File: src/rtl/accl_pkg.sv
// Shared constants and types for the getAccl pair scheduler and its downstream accumulator.
package accl_pkg;

  localparam int MAX_BODIES = 1024;
  localparam int IDX_W      = 10;
  localparam int PIPE_LAT   = 122;

  typedef enum logic [2:0] {
    IDLE    = 3'd0,
    LOAD_I  = 3'd1,
    LATCH_I = 3'd2,
    STREAM  = 3'd3,
    DRAIN   = 3'd4
  } sched_state_t;

  typedef struct packed {
    logic             valid;
    logic [IDX_W-1:0] idx;
    logic             last;
  } tag_t;

endpackage

File: src/rtl/tag_delay_line.sv
// Fixed-depth shift register carrying result tags alongside the getAccl pipeline.
module tag_delay_line #(
  parameter int DEPTH = 1,
  parameter int WIDTH = 1
) (
  input  logic             clk,
  input  logic             rst_n,
  input  logic [WIDTH-1:0] din,
  output logic [WIDTH-1:0] dout
);

  logic [WIDTH-1:0] stage_r [DEPTH];

  // Shift one stage per cycle; reset empties the whole line
  always_ff @(posedge clk or negedge rst_n) begin
    if (!rst_n) begin
      for (int k = 0; k < DEPTH; k++) stage_r[k] <= {WIDTH{1'b0}};
    end else begin
      stage_r[0] <= din;
      for (int k = 1; k < DEPTH; k++) stage_r[k] <= stage_r[k-1];
    end
  end

  assign dout = stage_r[DEPTH-1];

endmodule

File: src/rtl/accl_pair_sched.sv
// Streams every (i, j != i) body pair into getAccl and tags results for the accumulator.
module accl_pair_sched #(
  parameter int MAX_BODIES = accl_pkg::MAX_BODIES,
  parameter int IDX_W      = accl_pkg::IDX_W,
  parameter int PIPE_LAT   = accl_pkg::PIPE_LAT
) (
  input  logic             clk,
  input  logic             rst,
  input  logic             start,
  input  logic [IDX_W:0]   num_bodies,
  input  logic             acc_ready,
  output logic             mem_rd,
  output logic [IDX_W-1:0] mem_addr,
  input  logic [63:0]      mem_x,
  input  logic [63:0]      mem_y,
  input  logic [63:0]      mem_z,
  input  logic [63:0]      mem_m,
  output logic [63:0]      x1,
  output logic [63:0]      y1,
  output logic [63:0]      z1,
  output logic [63:0]      x2,
  output logic [63:0]      y2,
  output logic [63:0]      z2,
  output logic [63:0]      m2,
  output logic             pair_valid,
  output logic             res_valid,
  output logic [IDX_W-1:0] res_idx,
  output logic             res_last,
  output logic             busy,
  output logic             done
);

  import accl_pkg::*;

  localparam int CNT_W = $clog2(PIPE_LAT + 1);
  localparam int TAG_W = IDX_W + 2;
  localparam logic [IDX_W:0] MAX_N = (IDX_W+1)'(MAX_BODIES);

  sched_state_t state_r, state_s;
  logic [IDX_W:0]   n_r, n_in_s, last_j_s;
  logic [IDX_W-1:0] i_r, j_r, j_inc_s, j_next_s, j_first_s, addr_s;
  logic [CNT_W-1:0] drain_r;
  logic             pair_valid_r, pair_last_r, busy_r, done_r;
  logic [IDX_W-1:0] pair_idx_r;
  logic [63:0]      x1_r, y1_r, z1_r;
  logic             rd_s, accept_s, short_s, i_last_s, j_last_s;
  logic [TAG_W-1:0] tag_in_s, tag_out_s;

  // Row/column bookkeeping: clamp N, find the row's final source and the next source skipping i
  always_comb begin
    if (num_bodies > MAX_N) n_in_s = MAX_N;
    else                    n_in_s = num_bodies;
    i_last_s = ({1'b0, i_r} == (n_r - (IDX_W+1)'(1)));
    if (i_last_s) last_j_s = n_r - (IDX_W+1)'(2);
    else          last_j_s = n_r - (IDX_W+1)'(1);
    j_last_s = ({1'b0, j_r} == last_j_s);
    j_inc_s  = j_r + IDX_W'(1'b1);
    if (j_inc_s == i_r) j_next_s = j_inc_s + IDX_W'(1'b1);
    else                j_next_s = j_inc_s;
    if (i_r == {IDX_W{1'b0}}) j_first_s = IDX_W'(1'b1);
    else                      j_first_s = {IDX_W{1'b0}};
  end

  // Next-state and memory-read decode
  always_comb begin
    state_s  = state_r;
    rd_s     = 1'b0;
    addr_s   = {IDX_W{1'b0}};
    accept_s = 1'b0;
    short_s  = 1'b0;
    case (state_r)
      IDLE: begin
        // busy_r still high here means a done cycle, where start is ignored
        if (start && !busy_r) begin
          if (n_in_s < (IDX_W+1)'(2)) begin
            short_s = 1'b1;
          end else begin
            accept_s = 1'b1;
            state_s  = LOAD_I;
          end
        end else begin
          state_s = IDLE;
        end
      end
      LOAD_I: begin
        if (acc_ready) begin
          rd_s    = 1'b1;
          addr_s  = i_r;
          state_s = LATCH_I;
        end else begin
          state_s = LOAD_I;
        end
      end
      LATCH_I: state_s = STREAM;
      STREAM: begin
        rd_s   = 1'b1;
        addr_s = j_r;
        if (j_last_s) begin
          if (i_last_s) state_s = DRAIN;
          else          state_s = LOAD_I;
        end else begin
          state_s = STREAM;
        end
      end
      DRAIN: begin
        if (drain_r == {CNT_W{1'b0}}) state_s = IDLE;
        else                          state_s = DRAIN;
      end
      default: state_s = IDLE;
    endcase
  end

  // State register
  always_ff @(posedge clk or negedge rst) begin
    if (!rst) state_r <= IDLE;
    else      state_r <= state_s;
  end

  // Counters, target latch, pair flags and pass status
  always_ff @(posedge clk or negedge rst) begin
    if (!rst) begin
      n_r          <= {(IDX_W+1){1'b0}};
      i_r          <= {IDX_W{1'b0}};
      j_r          <= {IDX_W{1'b0}};
      drain_r      <= {CNT_W{1'b0}};
      x1_r         <= 64'd0;
      y1_r         <= 64'd0;
      z1_r         <= 64'd0;
      pair_valid_r <= 1'b0;
      pair_idx_r   <= {IDX_W{1'b0}};
      pair_last_r  <= 1'b0;
      busy_r       <= 1'b0;
      done_r       <= 1'b0;
    end else begin
      pair_valid_r <= rd_s && (state_r == STREAM);
      pair_idx_r   <= i_r;
      pair_last_r  <= (state_r == STREAM) && j_last_s;
      done_r       <= 1'b0;
      case (state_r)
        IDLE: begin
          busy_r <= accept_s | short_s;
          done_r <= short_s;
          if (accept_s) begin
            n_r <= n_in_s;
            i_r <= {IDX_W{1'b0}};
          end
        end
        LATCH_I: begin
          x1_r <= mem_x;
          y1_r <= mem_y;
          z1_r <= mem_z;
          j_r  <= j_first_s;
        end
        STREAM: begin
          j_r <= j_next_s;
          if (j_last_s) begin
            if (i_last_s) drain_r <= CNT_W'(PIPE_LAT - 1);
            else          i_r <= i_r + IDX_W'(1'b1);
          end
        end
        DRAIN: begin
          if (drain_r == {CNT_W{1'b0}}) done_r <= 1'b1;
          else                          drain_r <= drain_r - CNT_W'(1'b1);
        end
        default: ;
      endcase
    end
  end

  // Tags are zeroed when no pair is in flight so idle results read all-zero
  always_comb begin
    if (pair_valid_r) tag_in_s = {1'b1, pair_idx_r, pair_last_r};
    else              tag_in_s = {TAG_W{1'b0}};
  end

  tag_delay_line #(.DEPTH(PIPE_LAT), .WIDTH(TAG_W)) u_tag_line (
    .clk   (clk),
    .rst_n (rst),
    .din   (tag_in_s),
    .dout  (tag_out_s)
  );

  assign mem_rd     = rd_s;
  assign mem_addr   = addr_s;
  assign x1         = x1_r;
  assign y1         = y1_r;
  assign z1         = z1_r;
  assign x2         = mem_x;
  assign y2         = mem_y;
  assign z2         = mem_z;
  assign m2         = mem_m;
  assign pair_valid = pair_valid_r;
  assign res_valid  = tag_out_s[TAG_W-1];
  assign res_idx    = tag_out_s[IDX_W:1];
  assign res_last   = tag_out_s[0];
  assign busy       = busy_r;
  assign done       = done_r;

endmodule

File: config.mk
export PLATFORM = sky130hd
export DESIGN_NAME = accl_pair_sched
export DESIGN_NICKNAME = d
export VERILOG_FILES = /design/src/rtl/accl_pkg.sv /design/src/rtl/tag_delay_line.sv /design/src/rtl/accl_pair_sched.sv
export SDC_FILE = /design/constraint.sdc
export NUM_CORES = 1
export LEC_CHECK = 0
export CAP_MARGIN = 5
export CORE_MARGIN = 3
export CORE_UTILIZATION = 55
export DETAILED_ROUTE_END_ITERATION = 7
export DONT_BUFFER_PORTS = 1
export PLACE_DENSITY_LB_ADDON = 0.1
export SLEW_MARGIN = 40
export SYNTH_ARGS = -nofsm -noshare
export SYNTH_HDL_FRONTEND = slang
export SYNTH_SLANG_ARGS = --single-unit
File: constraint.sdc
create_clock -name clk -period 3.9 [get_ports clk]
set_input_delay 0 -clock clk [delete_from_list [all_inputs] [get_ports clk]]
set_output_delay 0 -clock clk [all_outputs]
set_load 0.01 [all_outputs]
==> impl_results.md <==
* Top-count cell post-synth: dfrtp_1
* Post-Place Cells at 3545
* R2R setup slack at 0.11 ns
* Antenna violations before repair at 136
* Worst Setup SP: n_r[0]
* Clock Tree Root: clkbuf_16
* H-Tree Depth at 4
* Total Routing Usage GR at 0.284
* Final Non-Filler Cells at 4307
* Arrival time of the worst setup path at 4.45 ns
* Leak at 28.9 nW
* Syn avg cell area at 18.9 sq um
* Via count at 22500
* Startpoint Class: flop
* Initial DRC Count at 1767
* Nets@finish at 3166
* Fmax at 0.264 GHz
* Post-detail-place hpwl at 76500 microns
* Final hold slack at 0.00000281 ns
* CP Data Required Time at 4.56 ns
* Area growth from synthesis to layout at 19.1%
* Setup TNS at 0 ns
* Tot Pwr at 43.4 mW
* Peak supply drop at 0.501 mV
* Clock buffers created by TritonCTS at 161
* Top FF cell, synth: dfrtp_1
* Fin crit share at 0.972
* Starting Density at 0.558
* Dpl ws at -0.0393 ns
* Kind of critical path: flop to flop
* RSZ-0062 raised after global routing: true
* Most frequent cells after synthesis: 1711 x dfrtp_1, 267 x buf_4, 192 x mux2_2, 51 x nand2_1, 48 x clkbuf_1
* Synth async-reset ratio at 1.00
* DIE AREA at 0.0940 sq mm
* Worst setup margin at 0.109 ns
* CP endpoint: i_r[6]
* Min cycle time layout at 3.79 ns
* Mapped Cells at 2632
* Cell taking the most area after synthesis: dfrtp_1
* Via/cell ratio at 5.21
* Synth Register Bits at 1711
* CP delay by family, top: simple AND/OR/NAND/NOR gates
* CP Buf/Inv Count at 3
* DRC viols at 0
* Post-synth EDFFs at 0
* Total number of placement rows at 109
* CP max FO at 7
* Die Wd at 307 microns
* Element type at the critical path end: flop
* Largest stage delay, worst path at 0.46 ns
* Mapped Area at 0.0497 sq mm
* Post-route antenna net violation count at 0
* Drt pass-1 iters at 5
* Wire length per cell at 30.6 microns
* Slew @ Worst Pin at 0.795 ns
* R2R cell count at 14
* Relative slew slack at 0.469
* Worst skew pair latency at 0.79 ns
* # setup viols final at 0
* R2R Path Start: n_r[0]
* CP most frequent cell: buf_6
* Clock sink count at 1711
* Crit-path slowest cell: or4_1
* Worst r2r dst: i_r[6]
* Levels on crit path at 14
* Placed cell areas at 0.0497 sq mm
* Final core utilization at 0.664
* TritonCTS clock tree: done
* Final Hold Vio Count at 0
* Status: finished clean
* RePlAce Congestion at 0.888
* Core area at 0.0891 sq mm
* Layout Skew at 0.0527 ns
* Seq/Total Area, Yosys at 0.861
* Power per standard cell area at 734 mW/mm^2
* GRT overflow at 0
* Share of the synthesized area in the top cell type at 0.861
* Worst-path clk slew at 0.06 ns
* Post-Syn Nets at 2911
* Critical-path cell list: inv_2, ha_4, or3b_4, or3_4, a311oi_2, nand3_1, buf_6, nor4_4, nor3_2, a2111oi_4, nand4_2, buf_6, or4_1, a21oi_1
* Vert. Die Dim at 307 microns
* First-pass GRT wire length at 186000 microns
* Hold Path Class: input pin to primary output
* Final-report max-slew violation count at 0
* Share of layout cells above drive strength 1 at 0.187
* Post-synth cell types at 57
* Vias in the first global route at 24700
* Synth area leaders: dfrtp_1 86%, mux2_2 4.3%, buf_4 4.0%
* Layout fillers at 5638
* Max Cap Viol at 0
* Top Ports at 745
* Port Buffers at 0
* Max clock buf depth at 3
* Total routed wirelength at 132000 microns
* Ys Warns at 0
* Finished Cell Area at 0.0592 sq mm
* Largest net degree at the start of global routing at 162
## layout by cell type (no fill, tap or decap), types with 13 or more instances in the layout
master / Yosys / layout
xnor2_1: 30 / 30
clkbuf_8: 0 / 24
dfrtp_1: 1711 / 1710
o21ai_0: 30 / 27
buf_4: 267 / 64
nand2_1: 51 / 51
diode_2: 0 / 132
inv_1: 18 / 16
nand2b_1: 13 / 13
nor2_1: 43 / 42
a21oi_1: 26 / 22
nor3_1: 19 / 13
clkbuf_1: 48 / 38
mux2_2: 192 / 192
xor2_1: 19 / 19
clkinv_2: 0 / 30
buf_16: 0 / 15
dlygate4sd3_1: 0 / 332
clkbuf_16: 0 / 165
bufinv_16: 0 / 17
nand3_1: 17 / 17
## layout make-up
type	instances	area, sq um	share of cell area
flip-flops and latches	1711	42800	0.724
well taps	1165	1460	0.0246
clock inverters	61	857	0.0145
repair buffers	419	4350	0.0735
clock buffers	225	4550	0.0769
diodes	132	330	0.00558
inverters	18	67.6	0.00114
multi-input cells	576	4740	0.0801
## worst min-delay path by stage
stage,start,to,slack (ns),cells past startpoint
2_1_floorplan,rst,busy,-0.30,0
3_3_place_gp,rst,u_tag_line.stage_r[33],-0.26,0
3_5_place_dp,rst,u_tag_line.stage_r[14],-0.29,0
4_1_cts,mem_m[17],m2[17],0.00007,0
5_1_grt,mem_m[7],m2[7],0.00002,0
6_report,mem_m[10],m2[10],0.000003,0
## cells by family (layout without fill, tap and decap cells)
| kind of cell | count (synthesis) | after routing | synth area share |
|---|---|---|---|
| muxes | 197 | 197 | 0.0445 |
| xor gates and xnor gates | 49 | 49 | 0.00863 |
| and+or+nand+nor | 221 | 221 | 0.0237 |
| DFF | 1711 | 1711 | 0.861 |
| buffers and inverters | 345 | 723 | 0.0467 |
| AOI/OAI and AO/OA | 101 | 101 | 0.0131 |
| other | 0 | 132 | 0 |
| adders and majority gates | 8 | 8 | 0.00201 |
## report_power, final
group	internal (mW)	total, mW	switching (mW)
clock	9.32	16.1	6.75
combinational	3.00	5.57	2.57
sequential	19.7	21.8	2.07
total	32.0	43.4	11.4
## registers in the layout, summed over array words and instances, names as in the netlist
| register | cells |
|---|---|
| j_r | 10 |
| y1 | 64 |
| drain_r | 7 |
| pair_valid | 1 |
| i_r | 10 |
| pair_idx_r | 10 |
| x1 | 64 |
| z1 | 64 |
| u_tag_line.stage_r | 1452 |
| u_tag_line.dout | 12 |
| state_r | 3 |
| pair_last_r | 1 |
| busy | 1 |
| done | 1 |
| n_r | 11 |
## per-layer routing
layer	share of wire	vias up	track usage	wire, microns
li1	-	8941	-	-
met1	0.36	12100	0.343	47800
met2	0.48	1006	0.438	62700
met3	0.10	368	0.120	13800
met4	0.055	28	0.150	7280
met5	0.0014	-	0	190
## repair_timing
item                                    4_1_cts  5_1_grt
cloned                                        0        3
resized for setup                             6       35
pin swaps                                     1       13
setup buffers                                 1        5
endpoints found under the setup margin        6      127
endpoints found under the hold margin      1094        1
hold buffers                                333        1
Power figures use the tool's default switching activity.
